[config.mk]
export PLATFORM = sky130hd
export DESIGN_NAME = lsu_mem_stall
export DESIGN_NICKNAME = d
export VERILOG_FILES = /design/src/rtl/pipe_ctrl_pkg.sv /design/src/rtl/lsu_align.sv /design/src/rtl/lsu_mem_stall.sv
export SDC_FILE = /design/constraint.sdc
export NUM_CORES = 1
export LEC_CHECK = 0
export CORE_ASPECT_RATIO = 0.5
export CORE_MARGIN = 3
export CORE_UTILIZATION = 39
export CTS_CLUSTER_DIAMETER = 120
export DETAILED_ROUTE_END_ITERATION = 16
export PLACE_DENSITY = 0.73
export SYNTH_ARGS = -nofsm -noshare
export SYNTH_HDL_FRONTEND = slang
export SYNTH_SLANG_ARGS = --single-unit
[constraint.sdc]
create_clock -name clk -period 2.2 [get_ports clk]
set_input_delay 0.44 -clock clk [delete_from_list [all_inputs] [get_ports clk]]
set_output_delay 0.44 -clock clk [all_outputs]
set_load 0.01 [all_outputs]
[src/rtl/pipe_ctrl_pkg.sv]
// Shared pipeline-control definitions: access size codes, LSU FSM states and
// the stall/flush flag encodings also consumed by the pipeline control block.
package pipe_ctrl_pkg;

    localparam logic [1:0] SZ_B = 2'd0;
    localparam logic [1:0] SZ_H = 2'd1;
    localparam logic [1:0] SZ_W = 2'd2;
    localparam logic [1:0] SZ_D = 2'd3;

    typedef enum logic [1:0] {
        ST_IDLE = 2'd0,
        ST_REQ  = 2'd1,
        ST_WAIT = 2'd2
    } lsu_state_e;

    // Flag vectors are {pc, if_id, id_ex}.
    localparam logic [2:0] STALL_FRONT = 3'b110;
    localparam logic [2:0] FLUSH_IDEX  = 3'b001;
    localparam logic [2:0] FLAG_NONE   = 3'b000;

    function automatic logic is_misaligned(input logic [1:0] size, input logic [2:0] off);
        logic mis;
        case (size)
            SZ_B:    mis = 1'b0;
            SZ_H:    mis = off[0];
            SZ_W:    mis = |off[1:0];
            default: mis = |off;
        endcase
        return mis;
    endfunction

    function automatic logic [7:0] size_mask(input logic [1:0] size);
        logic [7:0] mask;
        case (size)
            SZ_B:    mask = 8'h01;
            SZ_H:    mask = 8'h03;
            SZ_W:    mask = 8'h0F;
            default: mask = 8'hFF;
        endcase
        return mask;
    endfunction

endpackage

[src/rtl/lsu_align.sv]
// Byte-lane steering for the LSU: store strobes/data shifted into their lanes,
// load data shifted down, truncated to the access size and extended to 64 bits.
module lsu_align import pipe_ctrl_pkg::*; (
    input  logic [2:0]  off_i,
    input  logic [1:0]  size_i,
    input  logic        unsigned_i,
    input  logic [63:0] wdata_i,
    input  logic [63:0] rdata_i,
    output logic [7:0]  wmask_o,
    output logic [63:0] wdata_o,
    output logic [63:0] rdata_o
);

    logic [5:0]  bit_off;
    logic [63:0] rdata_sh;
    logic        sign;

    assign bit_off  = {off_i, 3'b000};
    assign wmask_o  = size_mask(size_i) << off_i;
    assign wdata_o  = wdata_i << bit_off;
    assign rdata_sh = rdata_i >> bit_off;

    // Doublewords fill the register, so the unsigned flag has nothing to do there.
    always_comb begin
        sign    = 1'b0;
        rdata_o = rdata_sh;
        case (size_i)
            SZ_B: begin
                sign    = ~unsigned_i & rdata_sh[7];
                rdata_o = {{56{sign}}, rdata_sh[7:0]};
            end
            SZ_H: begin
                sign    = ~unsigned_i & rdata_sh[15];
                rdata_o = {{48{sign}}, rdata_sh[15:0]};
            end
            SZ_W: begin
                sign    = ~unsigned_i & rdata_sh[31];
                rdata_o = {{32{sign}}, rdata_sh[31:0]};
            end
            default: rdata_o = rdata_sh;
        endcase
    end

endmodule

[src/rtl/lsu_mem_stall.sv]
// MEM-stage load/store unit: issues one captured access on a valid/ready bus,
// waits for the response and stalls the front of the pipeline while busy.
//
// state   | meaning
// --------+----------------------------------------------------------
// IDLE    | no access outstanding; accepts an aligned mem_req_i
// REQ     | req_valid_o high, request fields held until req_ready_i
// WAIT    | request accepted, waiting for rsp_valid_i or timeout
module lsu_mem_stall import pipe_ctrl_pkg::*; #(
    parameter int ADDR_W  = 64,
    parameter int DATA_W  = 64,
    parameter int TIMEOUT = 255
) (
    input  logic              clk,
    input  logic              rst,
    input  logic              mem_req_i,
    input  logic              mem_we_i,
    input  logic [ADDR_W-1:0] mem_addr_i,
    input  logic [DATA_W-1:0] mem_wdata_i,
    input  logic [1:0]        mem_size_i,
    input  logic              mem_unsigned_i,
    input  logic [4:0]        rd_addr_i,
    output logic              req_valid_o,
    input  logic              req_ready_i,
    output logic              req_we_o,
    output logic [ADDR_W-1:0] req_addr_o,
    output logic [DATA_W-1:0] req_wdata_o,
    output logic [7:0]        req_wmask_o,
    input  logic              rsp_valid_i,
    input  logic [DATA_W-1:0] rsp_rdata_i,
    output logic [DATA_W-1:0] rdata_o,
    output logic [4:0]        rd_addr_o,
    output logic              rd_we_o,
    output logic              misalign_o,
    output logic              bus_err_o,
    output logic [2:0]        stall_flag_mem_o,
    output logic [2:0]        flush_flag_mem_o
);

    lsu_state_e        state_q, state_d;
    logic [7:0]        cnt_q, cnt_d;
    logic              we_q, we_d;
    logic [ADDR_W-1:0] addr_q, addr_d;
    logic [DATA_W-1:0] wdata_q, wdata_d;
    logic [1:0]        size_q, size_d;
    logic              uns_q, uns_d;
    logic [4:0]        rd_q, rd_d;
    logic [DATA_W-1:0] rdata_q, rdata_d;
    logic [4:0]        rd_addr_q, rd_addr_d;
    logic              rd_we_q, rd_we_d;
    logic              misalign_q, misalign_d;
    logic              bus_err_q, bus_err_d;

    logic              req_aligned;
    logic              accept;
    logic              busy;
    logic [7:0]        wmask;
    logic [DATA_W-1:0] wdata_sh;
    logic [DATA_W-1:0] load_ext;

    assign req_aligned = ~is_misaligned(mem_size_i, mem_addr_i[2:0]);
    assign accept      = rst && (state_q == ST_IDLE) && mem_req_i && req_aligned;
    assign busy        = (state_q != ST_IDLE) || accept;

    lsu_align u_align (
        .off_i      (addr_q[2:0]),
        .size_i     (size_q),
        .unsigned_i (uns_q),
        .wdata_i    (wdata_q),
        .rdata_i    (rsp_rdata_i),
        .wmask_o    (wmask),
        .wdata_o    (wdata_sh),
        .rdata_o    (load_ext)
    );

    always_comb begin
        state_d    = state_q;
        cnt_d      = cnt_q;
        we_d       = we_q;
        addr_d     = addr_q;
        wdata_d    = wdata_q;
        size_d     = size_q;
        uns_d      = uns_q;
        rd_d       = rd_q;
        rdata_d    = rdata_q;
        rd_addr_d  = rd_addr_q;
        rd_we_d    = 1'b0;
        misalign_d = 1'b0;
        bus_err_d  = 1'b0;
        case (state_q)
            ST_IDLE: begin
                if (mem_req_i) begin
                    if (req_aligned) begin
                        we_d    = mem_we_i;
                        addr_d  = mem_addr_i;
                        wdata_d = mem_wdata_i;
                        size_d  = mem_size_i;
                        uns_d   = mem_unsigned_i;
                        rd_d    = rd_addr_i;
                        state_d = ST_REQ;
                    end else begin
                        misalign_d = 1'b1;
                    end
                end
            end
            ST_REQ: begin
                if (req_ready_i) begin
                    state_d = ST_WAIT;
                    cnt_d   = 8'd0;
                end
            end
            ST_WAIT: begin
                if (rsp_valid_i) begin
                    state_d = ST_IDLE;
                    if (!we_q) begin
                        rdata_d   = load_ext;
                        rd_addr_d = rd_q;
                        rd_we_d   = 1'b1;
                    end
                end else begin
                    // The cycle that would bring the count to TIMEOUT ends the access.
                    cnt_d = cnt_q + 8'd1;
                    if (cnt_q == 8'(TIMEOUT - 1)) begin
                        state_d   = ST_IDLE;
                        bus_err_d = 1'b1;
                    end
                end
            end
            default: state_d = ST_IDLE;
        endcase
    end

    always_ff @(posedge clk or negedge rst) begin
        if (!rst) begin
            state_q    <= ST_IDLE;
            cnt_q      <= 8'd0;
            we_q       <= 1'b0;
            addr_q     <= '0;
            wdata_q    <= '0;
            size_q     <= SZ_B;
            uns_q      <= 1'b0;
            rd_q       <= 5'd0;
            rdata_q    <= '0;
            rd_addr_q  <= 5'd0;
            rd_we_q    <= 1'b0;
            misalign_q <= 1'b0;
            bus_err_q  <= 1'b0;
        end else begin
            state_q    <= state_d;
            cnt_q      <= cnt_d;
            we_q       <= we_d;
            addr_q     <= addr_d;
            wdata_q    <= wdata_d;
            size_q     <= size_d;
            uns_q      <= uns_d;
            rd_q       <= rd_d;
            rdata_q    <= rdata_d;
            rd_addr_q  <= rd_addr_d;
            rd_we_q    <= rd_we_d;
            misalign_q <= misalign_d;
            bus_err_q  <= bus_err_d;
        end
    end

    assign req_valid_o      = (state_q == ST_REQ);
    assign req_we_o         = req_valid_o & we_q;
    assign req_addr_o       = req_valid_o ? {addr_q[ADDR_W-1:3], 3'b000} : '0;
    assign req_wmask_o      = req_we_o ? wmask : 8'h00;
    assign req_wdata_o      = req_we_o ? wdata_sh : '0;
    assign rdata_o          = rdata_q;
    assign rd_addr_o        = rd_addr_q;
    assign rd_we_o          = rd_we_q;
    assign misalign_o       = misalign_q;
    assign bus_err_o        = bus_err_q;
    assign stall_flag_mem_o = busy ? STALL_FRONT : FLAG_NONE;
    assign flush_flag_mem_o = busy ? FLUSH_IDEX : FLAG_NONE;

    a_rsp_at_handshake: assert property (@(posedge clk) disable iff (!rst)
        !(req_valid_o && req_ready_i && rsp_valid_i));

    a_req_while_busy: assert property (@(posedge clk) disable iff (!rst)
        !((state_q != ST_IDLE) && mem_req_i));

endmodule

* After elaboration in Yosys (flattened, before gate mapping)
Cells that the tools add are included.
W data, S select, Z words.
** Operators by class
- Bitwise logic cells :: 7
- Reductions and logical operators :: 15
- $add $sub $neg :: 1
- Shift-type cells :: 3
- Equal/unequal tests :: 12
- Muxes and demuxes :: 26
** Operator list (number)
- $pmux W64 S3 :: 1
- $mux W64 :: 2
- $shl A64 B6 Y64 :: 1
- $shr A64 B6 Y64 :: 1
- $mux W8 :: 3
- $pmux W8 S3 :: 1
- $pmux W8 S2 :: 1
- $mux W1 :: 10
- $mux W2 :: 5
- $reduce_and A3 Y1 :: 3
- $add A8 B1 Y8 const B :: 1
- $eq A8 B8 Y1 const B :: 1
- $shl A8 B3 Y8 :: 1
- $eq A2 B1 Y1 const B :: 3
- $eq A2 B2 Y1 const B :: 3
- $logic_not A2 Y1 :: 3
- $ne A2 B2 Y1 const B :: 3
- $pmux W2 S3 :: 1
- $and A1 B1 Y1 :: 4
- $reduce_and A4 Y1 :: 1
- $reduce_bool A2 Y1 :: 2
- $logic_and A1 B1 Y1 :: 3
- $mux W3 :: 1
- $ne A3 B3 Y1 const B :: 1
- other kinds (6) :: 8
** Storage, ports and cells
- Bits of input ports :: 206
- Logic and storage cells :: 77
- Register bits after elaboration :: 219

* Logic depth before layout (Yosys ltp)
Gate-level depths: netlist of the first run.
- Word-level depth :: 6
- Gate-level depth with buffers :: 8

* Cells and area by module
Synthesis of the first run repeated with hierarchy kept, for this count alone.
** Second synthesis, totals
- Cell total of the unflattened synthesis :: 1274
- Area, all modules :: 13700.6 sq um
** Modules (own cells, without submodules)
- lsu_mem_stall :: cells an instance 674, area an instance 9292.7 sq um, instances 1
- lsu_align :: cells an instance 600, area an instance 4408.0 sq um, instances 1

* Worst setup path after synthesis of the first run
No wires, ideal clock.
- Kind :: register to output
- Start point :: register addr_q[1]
- End point :: output req_wmask_o[5]
- Path slack :: -0.135 ns
- Required time :: 1.760 ns
- Data arrival time :: 1.895 ns
- Cell stages (with the launch flop) :: 9
- Buffers on the path :: 4
- Path through :: dfrtp_1 buf_6 buf_6 buf_2 buf_2 nor2_1 nor2_1 nor2_1 a2111oi_0
** On the way
- Longest elaborated chain between the ends :: 2
** RTL lines
- start: declaration :: line lsu_mem_stall.sv:43 : logic [ADDR_W-1:0] addr_q, addr_d;
- start signal: assignment :: line lsu_mem_stall.sv:152 : addr_q <= addr_d;
- $shl A8 B3 Y8 :: line lsu_align.sv:19 : assign wmask_o = size_mask(size_i) << off_i;
- $mux W8 :: line lsu_mem_stall.sv:168 : assign req_wmask_o = req_we_o ? wmask : 8'h00;
- end: declaration :: line lsu_mem_stall.sv:28 : output logic [7:0] req_wmask_o,
Every way passes these cells.

* Worst setup path in the final report of the first run
- Start point :: register addr_q[1]
- End point :: output req_wdata_o[51]
** On the way
- Longest elaborated chain between the ends :: 2
** RTL lines
- $shl A64 B6 Y64 :: line lsu_align.sv:20 : assign wdata_o = wdata_i << bit_off;
- $mux W64 :: line lsu_mem_stall.sv:169 : assign req_wdata_o = req_we_o ? wdata_sh : '0;
- end: declaration :: line lsu_mem_stall.sv:27 : output logic [DATA_W-1:0] req_wdata_o,
Every way passes these cells.

==> flow_summary_export.csv, run 1 <==
group,metric,value,unit
placement,detailed_place.area,18000,µm²
cts,cts.clk_slew.worst_paths,0.07,ns
routing,post_drt_via_cell_ratio,5.55,
worst_setup_path,critPathRequiredTime,1.76,ns
placement,post-dp-hpwl,35.3,mm
grt,grt_max_degree,134,
timing,tightest_slew,1.04,ns
grt,overflow,0,
worst_setup_path,slowest_delay,0.50,ns
cts,cts_buffers,23,
worst_setup_path,timing.rr.end,"rdata_o[31]$_DFFE_PN0P_",
cts,htree_levels,1,
floorplanning,die_w,259,µm
timing,setup_tns,-68.50,ns
power,p_leak,0.00904,µW
final_layout,utilization,67.4,%
grt,grt_pass1_vias,12600,
final_layout,drive_gt1_share,45.6,%
timing,maxSlewHeadroom,30.6,%
final_layout,layout.nets,1951,
placement,dp_slack,-0.802,ns
final_layout,fin_area,20800,µm²
routing,wl_per_cell,23.6,µm
placement,numPortBuffers,415,
placement,routabilityCongestion,0.933,
grt,grt_usage,28.6,%
synth,yosysWarnings,0,
worst_setup_path,worstSetupPathType,"flop to output pin",
timing,max_freq,358,MHz
synth,synthCells,1180,
synth,ys.flop_type,"dfrtp_1",
timing,hold_slack,0.296,ns
final_layout,final_cell_mix,"276 x clkdlybuf4s50_1, 217 x dfrtp_1, 159 x mux2_2, 139 x buf_4, 129 x buf_6",
power,power.density,1260,nW/µm²
floorplanning,start_util,40.4,%
floorplanning,num_io_pins,422,
cts,root_buffer,"clkbuf_16",
timing,timing.final.crit_share,127,%
routing,drt_iter0_drc,1020,
routing,route.vias.total,12100,
job,maxCapViolCount,0,
synth,syn-mean-instance-area,10.6,µm²
worst_setup_path,slowest_stage,"dfrtp_4",
synth,syn_area,12500,µm²
final_layout,area_delta_synth_final,66.9,%
timing,worst_slack,-0.596,ns
worst_setup_path,end_kind,"output pin",
worst_setup_path,r2r_cells,9,
worst_setup_path,crit_path_max_fanout,7,
floorplanning,core,30900,µm²
floorplanning,rows,45,
worst_setup_path,r2r-start,"addr_q[1]$_DFFE_PN0P_",
timing,rsz0062_at_grt,"true",
routing,detail_route.first_pass.iterations,7,
timing,min_period,2.80,ns
synth,synthDistinctLibCells,53,
run_status,outcome,"complete, but fails checks",
final_layout,fill_cells,2226,
run_status,violations,"setup timing",
worst_setup_path,r2r_slack,-0.20,ns
synth,synth_edf_count,0,
worst_setup_path,cp_cell_sequence,"buf_12 -> buf_12 -> buf_12 -> mux2i_4 -> mux4_2 -> nor2_2 -> buf_2",
timing,hold_violations,0,
timing,finalMaxSlewViolations,0,
worst_hold_path,hp-class,"input pin to asynchronous set/reset pin",
grt,grt_pass1_wl,76.5,mm
cts,clkLatencyLatePin,0.52,ns
cts,clk_path_buf_depth,3,
synth,synth_seq_cells,219,
synth,seq_area_frac_synth,43.9,%
timing,finalClockSkew,0.0213,ns
worst_setup_path,worst-path-buf-inv,4,
timing,setup_viol,198,
worst_setup_path,critPathTopFamily,"multiplexers",
floorplanning,dieArea,34300,µm²
cts,cts_tree,"yes",
cts,clock-sinks,219,
synth,async_reset_ff_share,100,%
final_layout,final_common_cell,"clkdlybuf4s50_1",
power,vdd_drop_max,0.000725,V
worst_setup_path,critPathLaunch,"addr_q[1]$_DFFE_PN0P_",
worst_setup_path,cpMostUsedCell,"buf_12",
floorplanning,die_h,133,µm
routing,antenna_left,0,
routing,drc,0,
routing,drt_wl_total,51.6,mm
grt,antenna_found_initial,3,
worst_setup_path,startpoint_type,"flop",
worst_setup_path,critPathArrivalTime,2.36,ns
## cells in the mapped netlist (2+ instances only)
cell | instances | share of area (%)
dfrtp_1 | 219 | 44
mux2_2 | 160 | 14
nor2_1 | 132 | 4.0
mux2i_1 | 96 | 7.7
nand2_1 | 89 | 2.7
and2_1 | 80 | 4.0
a31oi_1 | 57 | 2.9
a21oi_1 | 56 | 2.2
clkbuf_1 | 53 | 1.6
mux4_2 | 31 | 5.6
buf_2 | 30 | 1.2
o21ai_0 | 22 | 0.88
nand2b_1 | 15 | 0.75
a32oi_1 | 14 | 0.98
buf_4 | 13 | 0.78
buf_1 | 10 | 0.30
a211oi_1 | 9 | 0.54
buf_6 | 7 | 0.63
o22a_1 | 7 | 0.49
o22ai_1 | 7 | 0.35
o2bb2ai_1 | 7 | 0.49
inv_1 | 6 | 0.18
nand3_1 | 6 | 0.24
nor2b_1 | 6 | 0.30
nor3_1 | 4 | 0.16
or3_1 | 4 | 0.20
nand4_1 | 3 | 0.15
nor3b_1 | 3 | 0.18
xnor2_1 | 3 | 0.21
xor2_1 | 3 | 0.21
and3b_1 | 2 | 0.14
ha_1 | 2 | 0.20
nand3b_1 | 2 | 0.12
o21a_1 | 2 | 0.12
o311a_1 | 2 | 0.16
## layer usage
layer  wire length, µm  global-route usage [%]  vias up
met3              2640                    3.98      161
met1             20100                    35.4     6133
met2             26700                    51.1      480
met4              2190                    10.4        0
li1                  -                       -     5343
met5                 0                       0        -
## how the worst max path moves through the flow
stage	slack [ns]	endpoint	depth (start not counted)
floorplan	-0.02	req_wmask_o[5]	8
global placement	-0.68	rdata_o[30]$_DFFE_PN0P_	5
detailed placement	-0.80	rdata_o[36]$_DFFE_PN0P_	5
CTS	-0.58	req_wdata_o[59]	7
global route	-0.66	req_wdata_o[57]	7
finish	-0.60	req_wdata_o[51]	7
## logic make-up (layout without fill, tap and decap cells)
logic type	after synthesis	count (layout)	share of synthesized area, %
other	1	9	0.0300
buffers and inverters	121	691	4.75
multiplexers	287	287	27.7
XOR/XNOR	6	6	0.421
adder cells (fa/ha/maj)	2	2	0.200
AND/OR/NAND/NOR	352	352	13.3
AO/OA/AOI/OAI	192	195	9.76
flip-flops	219	219	43.9
## report_power, final
| group | leakage, µW | switching, µW | total (µW) | internal (µW) |
|---|---|---|---|---|
| sequential | 0.00261 | 1430 | 7180 | 5750 |
| clock | 0.000362 | 1680 | 3880 | 2200 |
| combinational | 0.00607 | 7030 | 15300 | 8240 |
| total | 0.00904 | 10100 | 26300 | 16200 |
## per-stage QoR
stage | total power (µW) | std cells
floorplan | 13300 | 1185
global placement | 18800 | 2061
detailed placement | 19100 | 2061
CTS | 25000 | 2165
global route | 27600 | 2184
finish | 26300 | 2184
## sequential cells by signal, indices dropped and copies added (netlist names)
| register | count |
|---|---|
| cnt_q | 8 |
| we_q | 1 |
| rdata_o | 64 |
| rd_q | 5 |
| rd_addr_o | 5 |
| state_q | 2 |
| size_q | 2 |
| rd_we_o | 1 |
| bus_err_o | 1 |
| uns_q | 1 |
| misalign_o | 1 |
| addr_q | 64 |
| wdata_q | 64 |
## repair_timing
| action | CTS | global route |
|---|---|---|
| hold endpoints to repair | 7 | 0 |
| hold buffers | 1 | 0 |
| buffers inserted | 51 | 27 |
| endpoints found under the setup margin | 195 | 200 |
| gates resized for setup | 786 | 232 |
| pin swaps | 39 | 66 |
| gates cloned | 14 | 2 |
## area by class of cell
type                            instances  area, µm²  area share, %
Tap cell                              423        529           2.54
Multi-Input combinational cell        848       7570           36.3
Inverter                                8       40.0          0.192
Sequential cell                       219       5490           26.3
Clock buffer                           32        659           3.16
Timing Repair Buffer                  643       6480           31.1
Clock inverter                          8       67.6          0.324
Antenna cell                            3       7.51         0.0360
Power figures use the tool's default switching activity.
==> run 2: changes to the inputs <==
ABC_CLOCK_PERIOD_IN_PS = 2200   (was not set)
CORE_UTILIZATION = 42   (was 39)
PLACE_DENSITY = 0.78   (was 0.73)
==> run 2 against run 1 <==
- the flow still finishes with violations (setup timing)
- sequential power increased by 2%
- power increased by 9.7%
- non-clock buffer count rose by 45
- critical endpoint is now req_wdata_o[56]
- largest cell class unchanged
==> flow_summary_export.csv, run 2 (synthesis results as in run 1) <==
group,metric,value,unit
placement,numPortBuffers,415,
final_layout,final_cell_mix,"275 x clkdlybuf4s50_1, 217 x dfrtp_1, 151 x mux2_2, 146 x buf_4, 134 x buf_6",
timing,hold_violations,0,
power,vdd_drop_max,0.000876,V
cts,root_buffer,"clkbuf_16",
timing,maxSlewHeadroom,29.3,%
power,clkPwrFrac,14.3,%
final_layout,layout.nets,1993,
power,combPwrFrac,60.5,%
cts,cts_tree,"yes",
timing,finalMaxSlewViolations,0,
worst_setup_path,worstSetupPathType,"flop to output pin",
worst_setup_path,startpoint_type,"flop",
power,intPower,17600,µW
power,power.density,1320,nW/µm²
worst_setup_path,critPathRequiredTime,1.76,ns
final_layout,drive_gt1_share,49.2,%
worst_setup_path,slowest_delay,0.57,ns
timing,worst_slack,-0.587,ns
cts,htree_levels,1,
routing,drc,0,
power,pwr-share-seq,25.3,%
routing,post_drt_via_cell_ratio,5.92,
worst_setup_path,cp_cell_sequence,"buf_12 -> buf_4 -> mux2i_2 -> mux4_2 -> nor2_1 -> buf_2",
worst_setup_path,end_kind,"output pin",
timing,tightest_slew,1.06,ns
routing,route.vias.total,12900,
floorplanning,rows,43,
timing,finalClockSkew,0.0234,ns
power,p_leak,0.00951,µW
job,maxCapViolCount,0,
timing,setup_tns,-72.74,ns
placement,placedCellCount,2019,
floorplanning,dieArea,32000,µm²
cts,clk_path_buf_depth,3,
grt,grt_max_degree,176,
floorplanning,start_util,43.9,%
final_layout,final_common_cell,"clkdlybuf4s50_1",
grt,grt_pass1_wl,78.0,mm
cts,cts.clk_slew.worst_paths,0.07,ns
grt,overflow,0,
grt,grt_usage,31.5,%
final_layout,diodes,0,
placement,dp_slack,-0.395,ns
cts,clock-sinks,219,
routing,wl_per_cell,25.8,µm
grt,grt_pass1_vias,13100,
run_status,violations,"setup timing",
timing,timing.final.crit_share,127,%
floorplanning,num_io_pins,422,
placement,post-dp-hpwl,35.3,mm
final_layout,area_delta_synth_final,75.2,%
routing,drt_wl_total,56.3,mm
floorplanning,die_h,128,µm
timing,min_period,2.79,ns
floorplanning,die_w,250,µm
cts,cts_buffers,22,
timing,max_freq,359,MHz
final_layout,fin_cells,2183,
grt,antenna_found_initial,0,
worst_setup_path,slowest_stage,"dfrtp_4",
power,p_sw_share,39.2,%
placement,routabilityCongestion,0.943,
power,p_sw,11300,µW
timing,setup_viol,199,
floorplanning,core,28500,µm²
timing,rsz0062_at_grt,"true",
worst_setup_path,critPathArrivalTime,2.35,ns
cts,clkLatencyLatePin,0.53,ns
routing,detail_route.first_pass.iterations,6,
run_status,outcome,"complete, but fails checks",
worst_setup_path,crit_path_max_fanout,8,
routing,drt_iter0_drc,1297,
worst_hold_path,hp-class,"flop to flop",
routing,antenna_left,0,
## run 2: cell count changes in the layout (fill, tap and decap cells not counted), moves of 11 or more
| cell | delta |
|---|---|
| a31oi_1 | -22 |
| mux2i_1 | -12 |
| and2_1 | +11 |
| buf_2 | +18 |
| a31oi_4 | +30 |
| mux2i_2 | +12 |
| and2_4 | -11 |
## run 2: per-stage QoR
stage	utilization, %	total power [µW]	instance area (µm²)	hold WS, ns
2_1_floorplan	-	13300	12500	0.144
3_3_place_gp	63.1	18700	18000	0.447
3_5_place_dp	63.1	19000	18000	0.452
4_1_cts	72.2	26500	20600	0.470
5_1_grt	76.9	30000	21900	0.496
6_report	76.9	28900	21900	0.470
## run 2: worst paths after layout
check	to	slack (ns)	from	depth (start not counted)
min reg2reg	rd_addr_o[1]$_DFFE_PN0P_	0.47	rd_q[1]$_DFFE_PN0P_	2
min in group asynchronous	addr_q[7]$_DFFE_PN0P_	0.60	rst	3
min	rd_addr_o[1]$_DFFE_PN0P_	0.47	rd_q[1]$_DFFE_PN0P_	2
max	req_wdata_o[56]	-0.59	addr_q[1]$_DFFE_PN0P_	6
max in group asynchronous	addr_q[1]$_DFFE_PN0P_	0.68	rst	3
max reg2reg	rdata_o[62]$_DFFE_PN0P_	-0.57	addr_q[1]$_DFFE_PN0P_	10
## run 2: worst max-delay path: cells and delay by family (launching register included)
family                 cells  cell delay (ns)
muxes                      2             0.64
DFF                        1             0.57
and+or+nand+nor            1             0.13
buffers and inverters      3             0.49
## run 2: layer usage
metal | track usage [%] | vias up | wire, µm
met3 | 6.10 | 261 | 4010
met2 | 56.4 | 795 | 28600
met1 | 37.2 | 6453 | 20500
li1 | - | 5420 | -
met5 | 0 | - | 0
met4 | 14.3 | 0 | 3170
## run 2: power groups by stage
stage | Clock (µW) | Sequential (µW) | Combinational [µW]
5_1_grt | 4340 | 7440 | 18200
6_report | 4120 | 7300 | 17500
3_3_place_gp | 0 | 7020 | 11700
3_5_place_dp | 0 | 7120 | 11900
4_1_cts | 4150 | 7120 | 15200
2_1_floorplan | 0 | 6890 | 6410
## run 2: area by class of cell
type / instances / area [µm²]
clock buffers: 28 / 634
clock inverters: 12 / 145
fillers: 1633 / 6570
inverters: 8 / 37.5
multi-input cells: 846 / 8030
flip-flops and latches: 219 / 5490
well taps: 382 / 478
repair buffers: 688 / 7080
## run 2: timing repair
item | in CTS | in global routing
setup buffers | 83 | 39
hold buffers | 1 | 0
gates resized for setup | 840 | 282
pin swaps | 75 | 95
hold endpoints to repair | 1 | 0
gates cloned | 23 | 4
setup endpoints to repair | 201 | 201
==> run 3: changes to the inputs <==
SETUP_SLACK_MARGIN = 0.02   (was not set)
==> run 3 against run 2 <==
- the run still ends with setup timing left
- via count down 3.7%
- die area unchanged
- sequential power down 0.5%
- combinational power down 10%
- critical path type unchanged
- critical endpoint is now req_wdata_o[60]
- largest power group unchanged
==> flow_summary_export.csv, run 3 (synthesis results as in run 1) <==
group,metric,value,unit
floorplanning,core,28500,µm²
timing,setup_viol,188,
timing,max_freq,359,MHz
grt,overflow,0,
routing,post_drt_via_cell_ratio,5.83,
floorplanning,num_io_pins,422,
routing,drt_iter0_drc,1056,
power,power.density,1310,nW/µm²
timing,worst_slack,-0.584,ns
worst_setup_path,critPathArrivalTime,2.34,ns
floorplanning,die_w,250,µm
cts,cts_tree,"yes",
routing,highest_layer,"met4",
worst_setup_path,worstSetupPathType,"flop to output pin",
final_layout,area_delta_synth_final,65.5,%
floorplanning,rows,43,
timing,tightest_slew,0.991,ns
power,combPwrFrac,57.8,%
routing,detail_route.first_pass.iterations,5,
timing,timing.final.crit_share,127,%
timing,finalMaxSlewViolations,0,
cts,clock-sinks,219,
cts,cts_buffers,22,
routing,wl_met1,20.0,mm
routing,antenna_left,0,
power,p_leak,0.00901,µW
final_layout,layout.nets,1945,
routing,wl_per_cell,24.9,µm
timing,setup_tns,-60.67,ns
cts,clk_path_buf_depth,3,
routing,drc,0,
run_status,outcome,"complete, but fails checks",
grt,antenna_found_initial,1,
floorplanning,die_h,128,µm
placement,routabilityCongestion,0.961,
timing,min_period,2.78,ns
floorplanning,start_util,43.9,%
final_layout,diodes,0,
grt,grt_usage,30.2,%
power,clkPwrFrac,15.4,%
power,p_sw_share,38.7,%
worst_setup_path,crit_path_max_fanout,7,
worst_setup_path,slowest_stage,"dfrtp_4",
final_layout,final_common_cell,"clkdlybuf4s50_1",
worst_setup_path,critPathRequiredTime,1.76,ns
cts,root_buffer,"clkbuf_16",
cts,htree_levels,1,
grt,grt_pass1_vias,12500,
final_layout,drive_gt1_share,44.1,%
placement,post-dp-hpwl,35.5,mm
grt,grt_max_degree,147,
timing,maxSlewHeadroom,33.6,%
routing,wl_met2,26.8,mm
power,intPower,16600,µW
worst_setup_path,cp_cell_sequence,"buf_6 -> buf_12 -> mux2i_4 -> mux4_2 -> nor2_2 -> buf_2",
worst_hold_path,hp-class,"input pin to asynchronous set/reset pin",
final_layout,utilization,72.7,%
routing,wl_met3,3.72,mm
timing,finalClockSkew,0.0154,ns
power,p_sw,10500,µW
power,vdd_drop_max,0.000744,V
placement,dp_slack,-0.850,ns
power,pwr-share-seq,26.8,%
run_status,violations,"setup timing",
cts,clkLatencyLatePin,0.53,ns
timing,rsz0062_at_grt,"true",
final_layout,final_cell_mix,"277 x clkdlybuf4s50_1, 217 x dfrtp_1, 158 x mux2_2, 133 x buf_4, 105 x nor2_1",
routing,drt_wl_total,53.1,mm
worst_setup_path,startpoint_type,"flop",
cts,cts.clk_slew.worst_paths,0.08,ns
worst_setup_path,end_kind,"output pin",
timing,hold_violations,0,
worst_setup_path,slowest_delay,0.57,ns
job,maxCapViolCount,0,
placement,numPortBuffers,415,
routing,route.vias.total,12500,
grt,grt_pass1_wl,75.6,mm
floorplanning,dieArea,32000,µm²
run 3: power by group through the flow:
stage | combinational (µW) | sequential [µW] | clock (µW)
after floorplan | 6430 | 6890 | 0
final | 15700 | 7260 | 4180
after CTS | 13700 | 7110 | 4210
after global routing | 16400 | 7420 | 4380
after detailed placement | 11900 | 7120 | 0
after global placement | 11700 | 7020 | 0
run 3: worst paths after layout:
kind | from | depth (start not counted) | end | slack (ns)
max reg2reg | addr_q[1]$_DFFE_PN0P_ | 9 | rdata_o[29]$_DFFE_PN0P_ | -0.48
min in group clk | rdata_o[3]$_DFFE_PN0P_ | 2 | rdata_o[3]$_DFFE_PN0P_ | 0.48
min reg2reg | rdata_o[3]$_DFFE_PN0P_ | 2 | rdata_o[3]$_DFFE_PN0P_ | 0.48
max in group asynchronous | rst | 2 | rdata_o[36]$_DFFE_PN0P_ | 1.46
min | rst | 2 | state_q[1]$_DFFE_PN0P_ | 0.03
max | addr_q[1]$_DFFE_PN0P_ | 6 | req_wdata_o[60] | -0.58
run 3: per-layer routing:
layer	global-route usage, %	vias up
met5	0	-
met4	10.3	0
met3	4.44	204
met2	54.9	675
met1	37.0	6235
li1	-	5336
run 3: final cells by class:
| cell class | count | area, µm² |
|---|---|---|
| timing repair buffer | 637 | 6420 |
| inverter | 8 | 35.0 |
| multi-input combinational | 849 | 7490 |
| sequential | 219 | 5490 |
| clock inverter | 11 | 170 |
| fill | 1877 | 7780 |
| clock buffer | 28 | 604 |
| tap | 382 | 478 |
run 3: timing repair:
action | CTS | global route
hold buffers | 0 | 0
cloned | 12 | 11
setup endpoints to repair | 201 | 202
setup buffers | 43 | 24
pin swaps | 34 | 58
gates resized for setup | 508 | 333
run 3: critical path: cells and delay by family, from the launching register on:
family | cells | cell delay, ns
DFF | 1 | 0.57
buffers and inverters | 3 | 0.44
and+or+nand+nor | 1 | 0.11
muxes | 2 | 0.67
run 3: through the flow:
| step | hold slack, ns | power (µW) | instance area (µm²) | cells |
|---|---|---|---|---|
| detailed placement | 0.469 | 19000 | 17900 | 2012 |
| global placement | 0.449 | 18700 | 17900 | 2012 |
| finish | 0.0291 | 27100 | 20700 | 2134 |
| floorplan | 0.144 | 13300 | 12500 | 1185 |
| CTS | 0.0888 | 25000 | 19600 | 2105 |
| global route | 0.0925 | 28200 | 20700 | 2134 |
